`config.mk`:
```
export PLATFORM = sky130hd
export DESIGN_NAME = pc_alu_datapath
export DESIGN_NICKNAME = d
export VERILOG_FILES = /design/src/rtl/pc_alu_pkg.sv /design/src/rtl/pc_alu_datapath_alu_core.sv /design/src/rtl/pc_alu_datapath.sv
export SDC_FILE = /design/constraint.sdc
export NUM_CORES = 1
export LEC_CHECK = 0
export CORE_UTILIZATION = 35
export CTS_CLUSTER_DIAMETER = 200
export DETAILED_ROUTE_END_ITERATION = 8
export PLACE_DENSITY = 0.64
export SKIP_LAST_GASP = 1
export SYNTH_ARGS = -nofsm -noshare
export SYNTH_HDL_FRONTEND = slang
export SYNTH_SLANG_ARGS = --single-unit
export TNS_END_PERCENT = 30
```
`constraint.sdc`:
```
create_clock -name clk -period 6.95 [get_ports clk]
set_input_delay 1.7375 -clock clk [delete_from_list [all_inputs] [get_ports clk]]
set_output_delay 1.7375 -clock clk [all_outputs]
set_load 0.02 [all_outputs]
```
`src/rtl/pc_alu_pkg.sv`:
```
// Shared types and constants for the PC/ALU execution slice.
package pc_alu_pkg;

  localparam int PC_W = 12;
  localparam int D_W  = 8;

  // Default address at which the top reports completion.
  localparam logic [PC_W-1:0] HALT_ADDR_DFLT = 12'hFFF;

  typedef enum logic [4:0] {
    OP_PASSA = 5'b00000,
    OP_ADDC  = 5'b01101,
    OP_SUBB  = 5'b01110,
    OP_AND   = 5'b01111,
    OP_XOR   = 5'b10000,
    OP_OR    = 5'b10001,
    OP_RSC   = 5'b10010,
    OP_LSC   = 5'b10011,
    OP_NOTA  = 5'b10100,
    OP_PASSB = 5'b10101
  } alu_op_t;

endpackage

```
`src/rtl/pc_alu_datapath_alu_core.sv`:
```
// Combinational 8-bit ALU with carry in/out and compare/zero flags.
module alu_core
  import pc_alu_pkg::*;
(
  input  logic [4:0]     ALUOp,
  input  logic [D_W-1:0] inA,
  input  logic [D_W-1:0] inB,
  input  logic           c_i,
  output logic [D_W-1:0] rslt,
  output logic           c_o,
  output logic           equal,
  output logic           gt,
  output logic           lt,
  output logic           zero
);

  alu_op_t      op;
  logic [D_W:0] sum_ext;
  logic [D_W:0] diff_ext;

  assign op = alu_op_t'(ALUOp);

  // Extended add/subtract; the top bit is carry-out or borrow respectively.
  assign sum_ext  = {1'b0, inA} + {1'b0, inB} + {{D_W{1'b0}}, c_i};
  assign diff_ext = {1'b0, inA} - {1'b0, inB} - {{D_W{1'b0}}, c_i};

  // Opcode decode; unknown opcodes yield zero result and no carry.
  always_comb begin
    rslt = '0;
    c_o  = 1'b0;
    case (op)
      OP_PASSA: rslt = inA;
      OP_ADDC:  {c_o, rslt} = sum_ext;
      OP_SUBB:  {c_o, rslt} = diff_ext;
      OP_AND:   rslt = inA & inB;
      OP_XOR:   rslt = inA ^ inB;
      OP_OR:    rslt = inA | inB;
      OP_RSC: begin
        rslt = {c_i, inA[D_W-1:1]};
        c_o  = inA[0];
      end
      OP_LSC: begin
        rslt = {inA[D_W-2:0], c_i};
        c_o  = inA[D_W-1];
      end
      OP_NOTA:  rslt = ~inA;
      OP_PASSB: rslt = inB;
      default: begin
        rslt = '0;
        c_o  = 1'b0;
      end
    endcase
  end

  // Compare flags look only at the operands; zero looks at the result.
  assign equal = (inA == inB);
  assign gt    = (inA > inB);
  assign lt    = (inA < inB);
  assign zero  = (rslt == '0);

endmodule

```
`src/rtl/pc_alu_datapath.sv`:
```
// Execution slice: program counter with absolute jump, ALU and flag bank.
module pc_alu_datapath
  import pc_alu_pkg::*;
#(
  parameter logic [PC_W-1:0] HALT_ADDR = HALT_ADDR_DFLT
) (
  input  logic            clk,
  input  logic            reset,
  input  logic            start,
  input  logic            jump,
  input  logic [PC_W-1:0] target,
  output logic [PC_W-1:0] prog_ctr,
  output logic            done,
  input  logic [4:0]      ALUOp,
  input  logic [D_W-1:0]  inA,
  input  logic [D_W-1:0]  inB,
  input  logic            c_i,
  output logic [D_W-1:0]  rslt,
  output logic            c_o,
  output logic            equal,
  output logic            gt,
  output logic            lt,
  output logic            zero,
  output logic            c_q,
  output logic            equalQ,
  output logic            gtQ,
  output logic            ltQ,
  output logic            zeroQ
);

  logic [PC_W-1:0] pc_reg, pc_next;
  logic            done_reg, done_next;
  logic [4:0]      flags_reg;

  alu_core u_alu (
    .ALUOp (ALUOp),
    .inA   (inA),
    .inB   (inB),
    .c_i   (c_i),
    .rslt  (rslt),
    .c_o   (c_o),
    .equal (equal),
    .gt    (gt),
    .lt    (lt),
    .zero  (zero)
  );

  // Next PC: hold-at-zero while idle, then jump, else increment (wraps naturally).
  // done is computed from the next PC so it lines up with prog_ctr.
  always_comb begin
    pc_next   = pc_reg + 1'b1;
    done_next = 1'b0;
    if (start) begin
      pc_next = '0;
    end else if (jump) begin
      pc_next = target;
    end
    done_next = !start && (pc_next == HALT_ADDR);
  end

  // Program counter and completion register.
  always_ff @(posedge clk or posedge reset) begin
    if (reset) begin
      pc_reg   <= '0;
      done_reg <= 1'b0;
    end else begin
      pc_reg   <= pc_next;
      done_reg <= done_next;
    end
  end

  // Flag bank captures ALU carry and flags while running, freezes while idle.
  always_ff @(posedge clk or posedge reset) begin
    if (reset) begin
      flags_reg <= '0;
    end else if (!start) begin
      flags_reg <= {c_o, equal, gt, lt, zero};
    end
  end

  assign prog_ctr = pc_reg;
  assign done     = done_reg;
  assign {c_q, equalQ, gtQ, ltQ, zeroQ} = flags_reg;

endmodule

```
==> results_dict.tcl <==
set metrics [dict create \
    r2r-start "prog_ctr[0]$_DFF_PP0_" \
    p_seq_share_pct 25.2 \
    layout.nets 540 \
    path_clk_slew_ns 0.07 \
    core_area_um2 7410 \
    worstSetupStartpoint "c_i" \
    insertion_delay_ns 0.25 \
    fin_area_um2 3910 \
    finalHoldViolations 0 \
    root_buffer "clkbuf_8" \
    place_congestion 0.908 \
    die_h_um 90.3 \
    crit_path_max_incr_delay_ns 0.57 \
    irDropWorstVdd_mv 0.0771 \
    synth_edf_count 0 \
    syn_to_final_growth_pct 43.3 \
    cts_buffers 3 \
    timing.final.crit_share_pct 98.0 \
    hold_buffers 0 \
    synth_nets 428 \
    drive_gt1_share_pct 16.6 \
    clockBufferDepth 2 \
    drc 0 \
    yosysTopAreaCell "ha_1" \
    io_buffers 68 \
    grt_pass1_vias 2788 \
    dr.pass1.iters 7 \
    path_common_cell "buf_4" \
    ys_warn_count 0 \
    initial_core_util_pct 36.8 \
    syn_area_per_cell_um2 7.86 \
    rsz0062_at_grt "false" \
    finalNonFillerCells 557 \
    antenna_found_initial 0 \
    viasPerCell 5.33 \
    path_cells "clkdlybuf4s50_1, buf_4, fa_1, inv_1, ha_1, o21ai_0, nand2_1, buf_4, o31ai_1, xnor2_1, a221o_1, buf_4, clkdlybuf4s50_1" \
    cts.sinks 18 \
    cts_tree "yes" \
    ys_ff_latch 18 \
    critPathRequiredTime_ns 5.21 \
    p_comb_share_pct 56.7 \
    postRouteAntennaNets 0 \
    switchingPower_uw 177 \
    fmax_mhz 147 \
    grt_usage_pct 21.0 \
    post-cts-setup-buffers 0 \
    max_slew_margin_pct 48.4 \
    cp.arrival_ns 5.07 \
    netlist_area_um2 2730 \
    setup_viol 0 \
    grt_max_degree 22 \
    pwr-share-clk_pct 18.2 \
    critical-path-top-delay-family "buffers and inverters" \
    ys_seq_area_share_pct 16.5 \
    endpoint_kind "primary output" \
    synth.top_cell.area_share_pct 17.9 \
    syn-instance-count 347 \
    async_flop_share_pct 100 \
    slowest_stage "fa_1" \
    hold_class "flop to flop" \
    critPathBufInv 6 \
    placed_cells 553 \
    ios 69 \
    dieArea_um2 8150 \
    worstMarginPinSlew_ns 0.772 \
    ys_types 61 \
    fin_crit_ns 6.81 \
    largest_reg_flops 12 \
    dp_hpwl_um 7200 \
    cts_resized 1 \
    grt.overflow.total 0 \
    wirelength_um 8620 \
    skew_ns 0.00121 \
    switching_share_pct 37.6 \
    h-tree-depth 1 \
    post_drt_wl_per_cell_um 15.5 \
    startpoint_type "input pin" \
    grt_pass1_wl_um 14000 \
    outcome "finished, final reports clean" \
    drtIter0Drc 188 \
    placed_cell_area_um2 3860 \
    intPower_uw 293 \
    drv_cap 0 \
    rows 31 \
    die_width_um 90.3 \
    synth_ff_type "dfrtp_1" \
    synth_area_leaders "ha_1 (18%), dfrtp_1 (17%), inv_1 (5.2%), a21oi_1 (4.4%), nor2_1 (4.4%)" \
    powerDensity_nw_per_um2 120 \
    leakagePower_uw 0.00178 \
    crit_fanout 3 \
    critical_path_class "input pin to primary output" \
    via_count 2970 \
    drv_slew 0 \
    hold_start "flags_reg[1]$_DFFE_PP0N_" \
    antenna_cells 0 \
]
cell usage after synthesis (all sizes together) (5+ instances only):
cell type  number
nand3           9
nand3b          5
mux2i           6
nor3            6
a21oi          24
inv            38
dfrtp          18
o21ai          22
nor4            6
or3             6
nor2b           6
xnor2          13
xor2            5
a22oi           8
nand2          22
ha             39
buf             9
nor2           34
layer usage:
metal	GRT usage (%)	routed length (µm)	vias up
met5	0	0	-
met4	4.17	138	0
met3	3.11	432	14
met2	34.7	4050	97
met1	29.2	4000	1396
li1	-	-	1463
cell usage in the layout, fill, tap and decap left out, drive strengths merged, types with 8 or more instances in the layout:
master         count
clkdlybuf4s50     67
buf               52
ha                39
inv               38
nor2              34
a21oi             24
nand2             22
o21ai             22
dfrtp             18
xnor2             13
nand3              9
a22oi              8
path summary, 6_finish.rpt:
path                                            end  slack [ns]  depth (start not counted)
setup / recovery                            rslt[5]        0.14                         13
setup reg to reg                     done$_DFF_PP0_        4.86                          7
min in group asynchronous            done$_DFF_PP0_        1.88                          2
hold / removal             flags_reg[1]$_DFFE_PP0N_        0.49                          2
hold reg to reg            flags_reg[1]$_DFFE_PP0N_        0.49                          2
max in group asynchronous     prog_ctr[2]$_DFF_PP0_        4.64                          2
power groups by stage:
stage               clock, µW  sequential, µW  combinational (µW)
global placement            0             120                 261
finish                   85.4             118                 266
CTS                      86.6             118                 266
floorplan                   0             129                 132
detailed placement          0             120                 265
global route             91.1             120                 289
through the flow:
| stage | TNS, ns | setup WS (ns) | total power [µW] | utilization [%] | hold WS, ns |
|---|---|---|---|---|---|
| after CTS | 0 | 0.00471 | 471 | 52.8 | 0.490 |
| after global placement | -0.160 | -0.160 | 381 | 52.1 | 0.465 |
| after floorplan | 0 | 0.739 | 261 | - | 0.593 |
| after global routing | 0 | 0.00920 | 500 | 52.8 | 0.519 |
| after detailed placement | -0.280 | -0.280 | 386 | 52.1 | 0.473 |
| final | 0 | 0.139 | 470 | 52.8 | 0.488 |
cells by family (layout without fill, tap and decap cells):
logic type | count (synthesis) | in the layout | share of synthesized area (%)
buf+inv | 51 | 162 | 7.70
fa+ha+maj | 43 | 43 | 20.8
xor+xnor | 18 | 18 | 5.78
simple gates | 115 | 115 | 22.1
flops | 18 | 18 | 16.5
compound gates | 92 | 92 | 22.8
mux | 10 | 10 | 4.26
tightest hold or removal path: cells and delay by family, from the launching register on:
kind               cells  cell delay, ns
DFF                    1            0.35
and+or+nand+nor        1            0.05
AOI/OAI and AO/OA      1            0.06
layout make-up:
cell class / instances / area, µm²
fill: 722 / 3500
timing repair buffer: 120 / 1070
tap: 99 / 124
clock buffer: 4 / 55.1
sequential: 18 / 450
multi-input combinational: 278 / 2070
inverter: 38 / 143
Power figures use the tool's default switching activity.
